File: config.mk
export PLATFORM = sky130hd
export DESIGN_NAME = jam_param_flat
export DESIGN_NICKNAME = d
export VERILOG_FILES = /design/src/rtl/jam_pkg.sv /design/src/rtl/jam_param_if.sv /design/src/rtl/jam_next_perm.sv /design/src/rtl/jam_param.sv /design/src/flat_wrapper.sv
export SDC_FILE = /design/constraint.sdc
export NUM_CORES = 1
export LEC_CHECK = 0
export BUFFER_PORTS_ARGS = -buffer_cell sky130_fd_sc_hd__buf_2
export CAP_MARGIN = 20
export CELL_PAD_IN_SITES_DETAIL_PLACEMENT = 0
export CELL_PAD_IN_SITES_GLOBAL_PLACEMENT = 1
export CORE_MARGIN = 5
export CORE_UTILIZATION = 46
export CTS_CLUSTER_DIAMETER = 40
export DETAILED_ROUTE_END_ITERATION = 16
export PLACE_DENSITY = 0.81
export SETUP_SLACK_MARGIN = 0.1
export SYNTH_ARGS = -nofsm -noshare
export SYNTH_HDL_FRONTEND = slang
export SYNTH_SLANG_ARGS = --single-unit
export TNS_END_PERCENT = 100
File: constraint.sdc
create_clock -name CLK -period 6.6 [get_ports CLK]
set_input_delay 0.99 -clock CLK [delete_from_list [all_inputs] [get_ports CLK]]
set_output_delay 0.99 -clock CLK [all_outputs]
set_load 0.02 [all_outputs]
File: src/rtl/jam_pkg.sv
// Shared types and width helpers for the exhaustive job-assignment solver.
package jam_pkg;

  typedef enum logic [2:0] {
    IDLE,
    LOAD,
    COST,
    CMP,
    STEP,
    DONE
  } jam_state_t;

  function automatic int iw_f(input int n);
    return $clog2(n);
  endfunction

  // Sum of N costs never exceeds N*(2^CW-1), so CW+clog2(N) bits always hold it.
  function automatic int sw_f(input int n, input int cw);
    return cw + $clog2(n);
  endfunction

endpackage

File: src/rtl/jam_param_if.sv
// Start/result handshake and cost-table lookup bus of the job-assignment solver.
interface jam_param_if
  import jam_pkg::*;
#(
  parameter int N   = 8,
  parameter int CW  = 7,
  parameter int MCW = 16
);
  localparam int IW = iw_f(N);
  localparam int SW = sw_f(N, CW);

  logic            start;
  logic [IW-1:0]   W;
  logic [IW-1:0]   J;
  logic [CW-1:0]   Cost;
  logic            Busy;
  logic            Valid;
  logic [SW-1:0]   MinCost;
  logic [MCW-1:0]  MatchCount;
  logic [N*IW-1:0] BestJob;

  modport master (
    output start, Cost,
    input  W, J, Busy, Valid, MinCost, MatchCount, BestJob
  );

  modport slave (
    input  start, Cost,
    output W, J, Busy, Valid, MinCost, MatchCount, BestJob
  );
endinterface

File: src/rtl/jam_next_perm.sv
// Combinational lexicographic successor of an N-element permutation.
module jam_next_perm
  import jam_pkg::*;
#(
  parameter int N  = 8,
  parameter int IW = iw_f(N)
) (
  input  logic [N-1:0][IW-1:0] perm,
  output logic [N-1:0][IW-1:0] next_perm,
  output logic                 last
);

  logic [N-2:0] asc;

  generate
    for (genvar gi = 0; gi < N - 1; gi++) begin : g_asc
      assign asc[gi] = perm[gi] < perm[gi+1];
    end
  endgenerate

  always_comb begin
    int piv;
    int k;
    logic [N-1:0][IW-1:0] swp;
    piv  = 0;
    k    = 0;
    last = 1'b1;
    for (int i = 0; i < N - 1; i++) begin
      if (asc[i]) begin
        piv  = i;
        last = 1'b0;
      end
    end
    for (int j = 1; j < N; j++) begin
      if (j > piv && perm[j] > perm[piv]) k = j;
    end
    swp      = perm;
    swp[piv] = perm[k];
    swp[k]   = perm[piv];
    next_perm = swp;
    // Suffix after the pivot is descending; reversing it gives the smallest tail.
    for (int j = 1; j < N; j++) begin
      if (j > piv) next_perm[j] = swp[N + piv - j];
    end
  end

endmodule

File: src/rtl/jam_param.sv
// Exhaustive N x N assignment search: walks all permutations, sums costs, tracks the optimum.
module jam_param
  import jam_pkg::*;
#(
  parameter int N   = 8,
  parameter int CW  = 7,
  parameter int MCW = 16
) (
  input logic       CLK,
  input logic       RST,
  jam_param_if.slave bus
);

  localparam int IW = iw_f(N);
  localparam int SW = sw_f(N, CW);
  localparam logic [IW-1:0] LAST_CNT = IW'(N - 1);

  jam_state_t           state_q, state_d;
  logic [N-1:0][IW-1:0] perm_q, perm_d;
  logic [IW-1:0]        cnt_q, cnt_d;
  logic [SW-1:0]        acc_q, acc_d;
  logic                 busy_q, busy_d;
  logic                 valid_q, valid_d;
  logic [SW-1:0]        min_q, min_d;
  logic [MCW-1:0]       match_q, match_d;
  logic [N-1:0][IW-1:0] best_q, best_d;

  logic [N-1:0][IW-1:0] ident;
  logic [N-1:0][IW-1:0] next_perm;
  logic                 last;

  generate
    for (genvar gi = 0; gi < N; gi++) begin : g_ident
      assign ident[gi] = IW'(gi);
    end
  endgenerate

  jam_next_perm #(.N(N), .IW(IW)) u_next (
    .perm      (perm_q),
    .next_perm (next_perm),
    .last      (last)
  );

  always_comb begin
    state_d = state_q;
    perm_d  = perm_q;
    cnt_d   = cnt_q;
    acc_d   = acc_q;
    busy_d  = busy_q;
    valid_d = valid_q;
    min_d   = min_q;
    match_d = match_q;
    best_d  = best_q;
    case (state_q)
      IDLE, DONE: begin
        if (bus.start) begin
          state_d = LOAD;
          busy_d  = 1'b1;
          valid_d = 1'b0;
        end
      end
      LOAD: begin
        perm_d  = ident;
        cnt_d   = '0;
        min_d   = '1;
        match_d = '0;
        valid_d = 1'b0;
        state_d = COST;
      end
      COST: begin
        acc_d = (cnt_q == '0) ? SW'(bus.Cost) : acc_q + SW'(bus.Cost);
        if (cnt_q == LAST_CNT) begin
          cnt_d   = '0;
          state_d = CMP;
        end else begin
          cnt_d = cnt_q + 1'b1;
        end
      end
      CMP: begin
        if (acc_q < min_q) begin
          min_d   = acc_q;
          match_d = MCW'(1);
          best_d  = perm_q;
        end else if (acc_q == min_q && match_q != {MCW{1'b1}}) begin
          match_d = match_q + 1'b1;
        end
        if (last) begin
          state_d = DONE;
          busy_d  = 1'b0;
          valid_d = 1'b1;
        end else begin
          state_d = STEP;
        end
      end
      STEP: begin
        perm_d  = next_perm;
        state_d = COST;
      end
      default: state_d = IDLE;
    endcase
  end

  always_ff @(posedge CLK or posedge RST) begin
    if (RST) begin
      state_q <= IDLE;
      perm_q  <= ident;
      cnt_q   <= '0;
      acc_q   <= '0;
      busy_q  <= 1'b0;
      valid_q <= 1'b0;
      min_q   <= '1;
      match_q <= '0;
      best_q  <= ident;
    end else begin
      state_q <= state_d;
      perm_q  <= perm_d;
      cnt_q   <= cnt_d;
      acc_q   <= acc_d;
      busy_q  <= busy_d;
      valid_q <= valid_d;
      min_q   <= min_d;
      match_q <= match_d;
      best_q  <= best_d;
    end
  end

  assign bus.W          = cnt_q;
  assign bus.J          = perm_q[cnt_q];
  assign bus.Busy       = busy_q;
  assign bus.Valid      = valid_q;
  assign bus.MinCost    = min_q;
  assign bus.MatchCount = match_q;
  assign bus.BestJob    = best_q;

endmodule

File: src/flat_wrapper.sv
// flat-port wrapper written by rule: the top's interface ports become plain ports
module jam_param_flat import jam_pkg::*;
#(
  parameter int N   = 8,
  parameter int CW  = 7,
  parameter int MCW = 16
)
  (CLK, RST, bus_start, bus_Cost, bus_W, bus_J, bus_Busy, bus_Valid, bus_MinCost, bus_MatchCount, bus_BestJob);
  jam_param_if #(.N(N), .CW(CW), .MCW(MCW)) bus_i ();
  input logic CLK;
  input logic RST;
  input wire logic [$bits(bus_i.start)-1:0] bus_start;
  input wire logic [$bits(bus_i.Cost)-1:0] bus_Cost;
  output wire logic [$bits(bus_i.W)-1:0] bus_W;
  output wire logic [$bits(bus_i.J)-1:0] bus_J;
  output wire logic [$bits(bus_i.Busy)-1:0] bus_Busy;
  output wire logic [$bits(bus_i.Valid)-1:0] bus_Valid;
  output wire logic [$bits(bus_i.MinCost)-1:0] bus_MinCost;
  output wire logic [$bits(bus_i.MatchCount)-1:0] bus_MatchCount;
  output wire logic [$bits(bus_i.BestJob)-1:0] bus_BestJob;
  assign bus_i.start = bus_start;
  assign bus_i.Cost = bus_Cost;
  assign bus_W = bus_i.W;
  assign bus_J = bus_i.J;
  assign bus_Busy = bus_i.Busy;
  assign bus_Valid = bus_i.Valid;
  assign bus_MinCost = bus_i.MinCost;
  assign bus_MatchCount = bus_i.MatchCount;
  assign bus_BestJob = bus_i.BestJob;
  jam_param #(.N(N), .CW(CW), .MCW(MCW)) u_core (.CLK(CLK), .RST(RST), .bus(bus_i));
endmodule
==> results.sh, run 1 <==
export IMPL_clock_sinks=92
export IMPL_cts_path_max_buffers=2
export IMPL_synth_nets=1069
export IMPL_status="finished clean"
export IMPL_htreeDepth=3
export IMPL_antenna_found_initial=0
export IMPL_cts_buffers=9
export IMPL_async_flop_share_pct=100
export IMPL_grtUsageMet2_pct=47.3
export IMPL_busiest_layer="met2"
export IMPL_reg2regPathDepth=25
export IMPL_p_leak_uw=0.00407
export IMPL_timing_fmax_mhz=162
export IMPL_num_rows=48
export IMPL_yosys_top_cells_area="dfrtp_1 (18%), dfstp_2 (11%), ha_1 (8.7%)"
export IMPL_drive_above_1_share_pct=21.9
export IMPL_routedWlPerCell_um=24.3
export IMPL_drtIter0Drc=825
export IMPL_ys_warn_count=0
export IMPL_routed_wl_um=31900
export IMPL_num_vias=8519
export IMPL_remaining_drc_errors=0
export IMPL_endpoint_kind="register"
export IMPL_dp_final_hpwl_um=23900
export IMPL_dieArea_um2=20600
export IMPL_path_class="register to register"
export IMPL_cp_max_fo=19
export IMPL_root_buffer="clkbuf_16"
export IMPL_grtUsageMet3_pct=6.62
export IMPL_gp_routability_congestion=1.05
export IMPL_period_needed_ns=6.17
export IMPL_fin_crit_sh_pct=93.5
export IMPL_maxSlewHeadroom_pct=36.9
export IMPL_grt_pass1_wl_um=48800
export IMPL_grt_overflow_total=0
export IMPL_netlist_instances=1001
export IMPL_cp_data_arrival_time_ns=6.44
export IMPL_synth_seq_cells=92
export IMPL_nets=1151
export IMPL_ys_types=95
export IMPL_critPathCapture="u_core.perm_q[19]$_DFFE_PP1P_"
export IMPL_critPathLaunchType="register"
export IMPL_ant_nets=0
export IMPL_r2r_slack_ns=0.43
export IMPL_r2r_end="u_core.perm_q[19]$_DFFE_PP1P_"
export IMPL_dp_slack_ns=0.357
export IMPL_grt_pass1_vias=8240
export IMPL_power_density_nw_per_um2=241
export IMPL_clkTransAtPathRegs_ns=0.08
export IMPL_setup_viol=0
export IMPL_cts_tree="yes"
export IMPL_hold_viol_final=0
export IMPL_reg2reg_from="u_core.perm_q[14]$_DFFE_PP1P_"
export IMPL_final_cell_mix="nand2_1 (120), o21ai_0 (94), a21oi_1 (81)"
export IMPL_synth_area_um2=8210
export IMPL_required_ns=6.87
export IMPL_tightest_slew_ns=0.947
export IMPL_synth_area_leader_cell="dfrtp_1"
export IMPL_synth_ff_type="dfrtp_1"
export IMPL_coreArea_um2=17400
export IMPL_dieHeight_um=144
export IMPL_synth_edf_count=0
export IMPL_dr_pass1_iters=5
export IMPL_ir_drop_v=0.000209
export IMPL_die_x_um=144
export IMPL_multi_input_comb_area_um2=5460
export IMPL_crit_path_start="u_core.perm_q[14]$_DFFE_PP1P_"
export IMPL_diodes=0
export IMPL_nFillCells=1677
export IMPL_layout_commonest_cell="nand2_1"
export IMPL_setup_tns_final_ns=0
export IMPL_start_util_pct=47.1
export IMPL_hold_class="register to register"
export IMPL_yosysTopAreaCellShare_pct=17.7
export IMPL_hold_depth=2
export IMPL_grt_setup_unrepaired="false"
export IMPL_area_growth_pct=13.7
export IMPL_ios=68
export IMPL_synth_avg_cell_area_um2=8.20
export IMPL_cap_viol_max_count=0
export IMPL_clkLatencyLatePin_ns=0.37
export IMPL_finalClockSkew_ns=0.0175
export IMPL_grt_util_met1_pct=40.4
export IMPL_grt_usage_pct=31.3
export IMPL_grt_max_degree=58
export IMPL_via_per_inst=6.49
export IMPL_regArea_um2=2340
export IMPL_ys_seq_area_share_pct=28.6
export IMPL_setup_slack_ns=0.431
export IMPL_numPortBuffers=67
export IMPL_slew_violations=0
==> synthesized netlist by cell type, drive strengths merged, types with 4 or more instances <==
library cell	count
a211o	10
a21oi	84
nand3	28
o22a	10
a211oi	18
mux2i	18
o221ai	7
nor2	76
nand2b	11
and4	4
ha	57
a221o	4
buf	10
o21ai	107
o211ai	20
and3	4
a22oi	6
xnor2	9
a21o	18
o22ai	9
o31ai	7
dfrtp	58
a31o	4
nor3	35
mux2	9
clkbuf	40
o21a	9
nor2b	15
a311oi	4
or3	6
nand4	11
a31oi	22
inv	56
a221oi	5
dfstp	34
mux4	8
and2	4
nand2	120
==> report_power, final <==
| group | switching, uW | internal [uW] | total, uW |
|---|---|---|---|
| registers | 87.5 | 725 | 812 |
| clock network | 266 | 265 | 531 |
| logic | 574 | 335 | 909 |
==> stage by stage <==
step | hold WS, ns | instance area, um^2 | power [uW] | util, % | instances
after floorplan | 0.508 | 8210 | 1490 | - | 1001
after global placement | 0.461 | 8990 | 1720 | 51.6 | 1294
after detailed placement | 0.470 | 8990 | 1740 | 51.6 | 1294
after CTS | 0.486 | 9280 | 2270 | 53.3 | 1310
after global routing | 0.501 | 9330 | 2410 | 53.6 | 1313
final | 0.482 | 9330 | 2250 | 53.6 | 1313
==> sequential cells by signal (all words and copies together) (netlist names) <==
name,count
u_core.perm_q,24
u_core.bus.MinCost,10
u_core.bus.Busy,1
u_core.bus.MatchCount,16
u_core.bus.Valid,1
u_core.state_q,3
u_core.acc_q,10
u_core.bus.W,3
u_core.bus.BestJob,24
==> critical path, stage by stage, from the launching register on <==
cell and delay [ns]:
dfstp_2 0.66, inv_1 0.17, ha_1 0.36, a21o_1 0.20
a31oi_4 0.25, nand2b_1 0.20, a31o_2 0.23, buf_4 0.29
o211ai_1 0.16, nand3_1 0.12, o21ai_1 0.09, inv_1 0.28
ha_1 0.35, nand3_1 0.12, a21oi_1 0.05, o211ai_1 0.24
and4_4 0.35, a211o_1 0.20, buf_4 0.20, nor2_1 0.08
a221o_1 0.34, nor3b_2 0.26, o211ai_1 0.14, a311oi_1 0.47
or3_1 0.18, o211ai_1 0.09
==> cell type report <==
type | count | share of cell area, %
Sequential cell | 92 | 25.1
Multi-Input combinational cell | 800 | 58.5
Clock inverter | 6 | 0.577
Tap cell | 225 | 3.02
Clock buffer | 10 | 2.45
Timing Repair Buffer | 121 | 7.94
Inverter | 59 | 2.40
==> worst min-delay path by stage <==
| stage | start | endpoint | slack [ns] |
|---|---|---|---|
| 2_1_floorplan | u_core.acc_q[9]$_DFFE_PP0P_ | u_core.bus.MinCost[9]$_DFFE_PP1P_ | 0.51 |
| 3_3_place_gp | u_core.bus.BestJob[4]$_DFFE_PP0P_ | u_core.bus.BestJob[4]$_DFFE_PP0P_ | 0.46 |
| 3_5_place_dp | u_core.bus.BestJob[4]$_DFFE_PP0P_ | u_core.bus.BestJob[4]$_DFFE_PP0P_ | 0.47 |
| 4_1_cts | u_core.bus.BestJob[7]$_DFFE_PP1P_ | u_core.bus.BestJob[7]$_DFFE_PP1P_ | 0.49 |
| 5_1_grt | u_core.bus.BestJob[9]$_DFFE_PP1P_ | u_core.bus.BestJob[9]$_DFFE_PP1P_ | 0.50 |
| 6_report | u_core.bus.BestJob[12]$_DFFE_PP0P_ | u_core.bus.BestJob[12]$_DFFE_PP0P_ | 0.48 |
==> layer usage <==
| metal | part of all wire (%) | vias to the layer above |
|---|---|---|
| met4 | 7.4 | 0 |
| met2 | 42 | 499 |
| li1 | - | 3880 |
| met1 | 41 | 3989 |
| met5 | 0 | - |
| met3 | 9.3 | 151 |
==> logic make-up after synthesis <==
group	Yosys count	share of synthesized area [%]
simple gates	322	19.0
fa+ha+maj	58	8.94
flops	92	28.6
buf+inv	109	5.31
mux	35	5.82
xor+xnor	12	1.28
compound gates	373	31.0
==> timing repair <==
item	in CTS	in global routing
hold buffers	0	0
endpoints found under the hold margin	0	0
endpoints found under the setup margin	0	8
buffers inserted	0	3
resized for setup	0	7
Power figures use the tool's default switching activity.
==> run 2, diff against run 1 <==
CORE_UTILIZATION = 47   (was 46)
CTS_BUF_LIST = sky130_fd_sc_hd__clkbuf_8   (was unset)
PLACE_DENSITY = 0.83   (was 0.81)
==> run 2 against run 1 <==
Effect of this change: routed wire length decreased by 4.1%; first-iteration DRC count increased by 13%; worst setup slack improved by 0.032 ns; via count decreased by 0.22%; critical path type unchanged.
==> results.sh, run 2 (synthesis gave the netlist of run 1 again) <==
export IMPL_grt_overflow_total=0
export IMPL_fin_hold_ws_ns=0.483
export IMPL_grt_setup_unrepaired="false"
export IMPL_drtIter0Drc=935
export IMPL_fin_crit_sh_pct=93.0
export IMPL_sw_frac_of_total_pct=42.0
export IMPL_nFillCells=1655
export IMPL_grt_max_degree=58
export IMPL_nets=1143
export IMPL_grt_pass1_wl_um=47000
export IMPL_route_met3_wl_um=3060
export IMPL_num_rows=48
export IMPL_ant_nets=0
export IMPL_slowest_delay_ns=0.64
export IMPL_layout_commonest_cell="nand2_1"
export IMPL_maxSlewHeadroom_pct=34.4
export IMPL_gp_routability_congestion=1.05
export IMPL_crit_path_start="u_core.perm_q[14]$_DFFE_PP1P_"
export IMPL_endpoint_kind="register"
export IMPL_timing_fmax_mhz=163
export IMPL_area_growth_pct=12.2
export IMPL_cp_data_arrival_time_ns=6.44
export IMPL_setup_tns_final_ns=0
export IMPL_antenna_found_initial=0
export IMPL_hold_class="register to register"
export IMPL_hold_viol_final=0
export IMPL_die_x_um=142
export IMPL_routed_wl_um=30600
export IMPL_dr_pass1_iters=5
export IMPL_wl_met1_um=12600
export IMPL_drive_above_1_share_pct=21.9
export IMPL_dieHeight_um=142
export IMPL_power_density_nw_per_um2=230
export IMPL_path_buf_inv=4
export IMPL_coreArea_um2=17200
export IMPL_critPathLaunchType="register"
export IMPL_finalClockSkew_ns=0.0246
export IMPL_met2_length_um=13200
export IMPL_clkLatencyLatePin_ns=0.40
export IMPL_cp_depth=25
export IMPL_dp_final_hpwl_um=22800
export IMPL_num_vias=8500
export IMPL_pwr_share_clk_pct=19.4
export IMPL_power_frac_seq_pct=38.3
export IMPL_critPathCapture="u_core.perm_q[19]$_DFFE_PP1P_"
export IMPL_p_comb_share_pct=42.3
export IMPL_status="finished clean"
export IMPL_cts_hold_buf=0
export IMPL_place_inst=1287
export IMPL_slowest_stage="dfstp_2"
export IMPL_clock_sinks=92
export IMPL_final_cell_mix="nand2_1 (120), o21ai_0 (95), a21oi_1 (82)"
export IMPL_reg2reg_from="u_core.perm_q[14]$_DFFE_PP1P_"
export IMPL_cts_tree="yes"
export IMPL_required_ns=6.90
export IMPL_ios=68
export IMPL_tightest_slew_ns=0.980
export IMPL_intPower_uw=1230
export IMPL_htreeDepth=3
export IMPL_cap_viol_max_count=0
export IMPL_setup_viol=0
export IMPL_p_leak_uw=0.00395
export IMPL_cts_buffers=9
export IMPL_diodes=0
export IMPL_numPortBuffers=67
export IMPL_r2r_end="u_core.perm_q[19]$_DFFE_PP1P_"
export IMPL_crit_top_cell="o211ai_1"
export IMPL_start_util_pct=47.6
export IMPL_remaining_drc_errors=0
export IMPL_crit_family="compound AO/OA/AOI/OAI gates"
export IMPL_dieArea_um2=20200
export IMPL_maxUsedRoutingLayer="met4"
export IMPL_cts_path_max_buffers=2
export IMPL_cp_max_fo=12
export IMPL_slew_violations=0
export IMPL_grt_pass1_vias=7981
export IMPL_grt_usage_pct=30.0
export IMPL_ir_drop_v=0.000244
export IMPL_clkTransAtPathRegs_ns=0.12
export IMPL_fin_cells=1305
export IMPL_p_sw_uw=889
export IMPL_root_buffer="clkbuf_8"
export IMPL_period_needed_ns=6.14
export IMPL_path_class="register to register"
export IMPL_reg2regPathDepth=25
export IMPL_via_per_inst=6.51
export IMPL_r2r_slack_ns=0.46
export IMPL_routedWlPerCell_um=23.5
## run 2: repair_timing
item / in CTS / in global routing
resized for setup: 0 / 12
setup buffers: 0 / 2
endpoints found under the setup margin: 0 / 14
## run 2: worst min-delay path, cell delays in order, from the launching register on
cell	delay (ns)
dfrtp_1	0.36
nand2_1	0.04
o21ai_0	0.05
## run 2: cell type report
type	count	area, um^2	area share (%)
clock buffer	9	124	1.35
clock inverter	7	73.8	0.802
inverter	59	224	2.43
multi-input combinational	800	5480	59.5
sequential	92	2340	25.5
tap	225	282	3.06
timing repair buffer	113	681	7.40
## run 2: power groups by stage
stage	clock network, uW	logic [uW]	registers [uW]
CTS	421	904	811
floorplan	0	586	899
finish	411	895	811
global route	440	1020	829
global placement	0	886	818
detailed placement	0	903	822
## run 2: worst min-delay path by stage
stage / end / start / slack [ns] / cells past startpoint
finish: u_core.bus.BestJob[6]$_DFFE_PP0P_ / u_core.bus.BestJob[6]$_DFFE_PP0P_ / 0.48 / 2
global route: u_core.bus.BestJob[10]$_DFFE_PP1P_ / u_core.bus.BestJob[10]$_DFFE_PP1P_ / 0.50 / 2
CTS: u_core.bus.BestJob[13]$_DFFE_PP0P_ / u_core.bus.BestJob[13]$_DFFE_PP0P_ / 0.49 / 2
detailed placement: u_core.bus.BestJob[6]$_DFFE_PP0P_ / u_core.bus.BestJob[6]$_DFFE_PP0P_ / 0.46 / 2
global placement: u_core.bus.BestJob[4]$_DFFE_PP0P_ / u_core.bus.BestJob[4]$_DFFE_PP0P_ / 0.46 / 2
floorplan: u_core.bus.MinCost[9]$_DFFE_PP1P_ / u_core.acc_q[9]$_DFFE_PP0P_ / 0.51 / 1
## run 2: routing by layer
| metal | up-vias | global-route usage, % |
|---|---|---|
| met5 | - | 0 |
| met4 | 0 | 14.7 |
| met3 | 126 | 7.53 |
| met2 | 473 | 45.9 |
| met1 | 4016 | 39.8 |
| li1 | 3885 | - |
## run 2: stage by stage
stage	worst slack [ns]	util (%)	cell area, um^2	power [uW]
floorplan	0.834	-	8210	1490
detailed placement	0.391	51.9	8940	1730
global route	0.138	53.4	9200	2290
global placement	0.496	51.9	8940	1700
CTS	0.347	53.0	9140	2140
finish	0.463	53.4	9200	2120
==> run 3, diff against run 2 <==
==> constraint.sdc (replaced) <==
create_clock -name CLK -period 6.6 [get_ports CLK]
set_input_delay 1.65 -clock CLK [delete_from_list [all_inputs] [get_ports CLK]]
set_output_delay 1.65 -clock CLK [all_outputs]
set_load 0.02 [all_outputs]
==> run 3 against run 2 <==
Effect of this change: clock power up 8.0%; routed wire length up 0.38%; final cell count rose by 0.15%; power grew 1.8%; largest cell class unchanged; highest routed layer unchanged; first-iteration DRC count increased by 6.7%; clock-buffer cell count unchanged.
==> results.sh, run 3 (synthesis gave the netlist of run 1 again) <==
export IMPL_layout_commonest_cell="nand2_1"
export IMPL_drive_above_1_share_pct=21.9
export IMPL_cp_max_fo=14
export IMPL_tightest_slew_ns=0.977
export IMPL_hp_start="u_core.bus.BestJob[10]$_DFFE_PP1P_"
export IMPL_timing_fmax_mhz=162
export IMPL_numPortBuffers=67
export IMPL_hold_depth=2
export IMPL_whs_endpoint="u_core.bus.BestJob[10]$_DFFE_PP1P_"
export IMPL_dp_final_hpwl_um=22900
export IMPL_htreeDepth=3
export IMPL_period_needed_ns=6.18
export IMPL_reg2reg_from="u_core.perm_q[7]$_DFFE_PP1P_"
export IMPL_grt_max_degree=58
export IMPL_reg2regPathDepth=23
export IMPL_via_per_inst=6.48
export IMPL_start_util_pct=47.6
export IMPL_slew_violations=0
export IMPL_grt_pass1_wl_um=47300
export IMPL_grt_pass1_vias=8025
export IMPL_hold_viol_final=0
export IMPL_status="finished clean"
export IMPL_maxSlewHeadroom_pct=34.6
export IMPL_root_buffer="clkbuf_8"
export IMPL_final_cell_mix="nand2_1 (120), o21ai_0 (95), a21oi_1 (82)"
export IMPL_gp_routability_congestion=1.05
export IMPL_dieHeight_um=142
export IMPL_r2r_end="u_core.perm_q[8]$_DFFE_PP0P_"
export IMPL_fin_crit_sh_pct=93.6
export IMPL_nets=1144
export IMPL_power_density_nw_per_um2=233
export IMPL_path_class="register to register"
export IMPL_finalClockSkew_ns=0.0235
export IMPL_num_rows=48
export IMPL_hold_class="register to register"
export IMPL_fin_hold_ws_ns=0.482
export IMPL_area_growth_pct=12.6
export IMPL_cp_data_arrival_time_ns=6.48
export IMPL_ant_nets=0
export IMPL_routedWlPerCell_um=23.5
export IMPL_cts_path_max_buffers=2
export IMPL_grt_setup_unrepaired="false"
export IMPL_clkLatencyLatePin_ns=0.41
export IMPL_grt_usage_pct=30.3
export IMPL_grt_overflow_total=0
export IMPL_r2r_slack_ns=0.42
export IMPL_die_x_um=142
export IMPL_cap_viol_max_count=0
export IMPL_drtIter0Drc=998
export IMPL_dp_slack_ns=0.421
export IMPL_clkTransAtPathRegs_ns=0.13
export IMPL_dieArea_um2=20200
export IMPL_remaining_drc_errors=0
export IMPL_setup_viol=0
export IMPL_num_vias=8472
export IMPL_required_ns=6.91
export IMPL_cts_tree="yes"
export IMPL_coreArea_um2=17200
export IMPL_dr_pass1_iters=6
export IMPL_cts_hold_buf=0
export IMPL_setup_slack_ns=0.425
export IMPL_routed_wl_um=30700
export IMPL_ios=68
export IMPL_endpoint_kind="register"
export IMPL_p_leak_uw=0.00397
export IMPL_setup_tns_final_ns=0
export IMPL_cts_buffers=9
export IMPL_antenna_found_initial=1
export IMPL_clock_sinks=92
export IMPL_ir_drop_v=0.000229
export IMPL_critPathLaunchType="register"
export IMPL_nFillCells=1640
[run 3: cell types whose count changed in the layout (fill, tap and decap cells not counted), sizes merged]
cell	delta
clkinv	-2
buf	+1
inv	+2
diode	+1
[run 3: layout make-up]
type	count	area, um^2	share of cell area, %
antenna	1	2.50	0.0271
clock buffer	9	124	1.34
clock inverter	7	92.6	1.00
inverter	59	228	2.47
multi-input combinational	800	5480	59.3
sequential	92	2340	25.4
tap	225	282	3.05
timing repair buffer	114	688	7.45
[run 3: report_power, final]
part           internal (uW)  leakage, uW  total [uW]  switching [uW]
Combinational            326      0.00275         900             574
Clock                    186     0.000110         444             257
Sequential               725      0.00112         812            87.9
[run 3: what timing repair did]
action                                  in CTS  in global routing
resized for setup                            0                 12
buffers inserted                             0                  4
endpoints found under the setup margin       0                 12
[run 3: worst max-delay path: stages (launching register included)]
cell      delay [ns]
dfstp_2         0.73
clkinv_1        0.14
ha_1            0.19
a21o_1          0.18
a31oi_2         0.32
a211oi_4        0.13
nor2_4          0.33
inv_2           0.19
o211ai_1        0.20
nand3_1         0.09
o21ai_1         0.11
inv_1           0.21
ha_1            0.39
nand2_1         0.06
a32oi_1         0.23
o211ai_2        0.26
buf_4           0.26
a222oi_1        0.43
o221ai_2        0.22
nor3_4          0.34
o21ai_1         0.18
o22ai_1         0.34
a22oi_1         0.17
a211o_1         0.32
[run 3: routing by layer]
layer	track usage (%)	wire length, um
met1	39.6	12300
met3	7.06	3060
met2	45.9	13200
met5	0	0
met4	17.8	2170
[run 3: metrics by stage]
step | instances | total power (uW) | instance area (um^2) | utilization (%)
floorplan | 1001 | 1490 | 8210 | -
finish | 1307 | 2160 | 9240 | 53.6
CTS | 1302 | 2160 | 9150 | 53.1
global placement | 1286 | 1700 | 8930 | 51.8
global route | 1306 | 2310 | 9230 | 53.6
detailed placement | 1286 | 1730 | 8930 | 51.8
[run 3: how the worst max path moves through the flow]
| stage | start | to | depth (start not counted) | slack (ns) |
|---|---|---|---|---|
| 6_report | u_core.perm_q[7]$_DFFE_PP1P_ | u_core.perm_q[8]$_DFFE_PP0P_ | 23 | 0.42 |
| 5_1_grt | u_core.perm_q[14]$_DFFE_PP1P_ | u_core.perm_q[20]$_DFFE_PP1P_ | 24 | 0.08 |
| 4_1_cts | u_core.perm_q[14]$_DFFE_PP1P_ | u_core.perm_q[19]$_DFFE_PP1P_ | 22 | 0.40 |
| 3_5_place_dp | u_core.perm_q[14]$_DFFE_PP1P_ | u_core.perm_q[19]$_DFFE_PP1P_ | 22 | 0.42 |
| 3_3_place_gp | u_core.perm_q[7]$_DFFE_PP1P_ | u_core.perm_q[19]$_DFFE_PP1P_ | 26 | 0.48 |
| 2_1_floorplan | u_core.perm_q[10]$_DFFE_PP1P_ | u_core.perm_q[19]$_DFFE_PP1P_ | 28 | 0.83 |
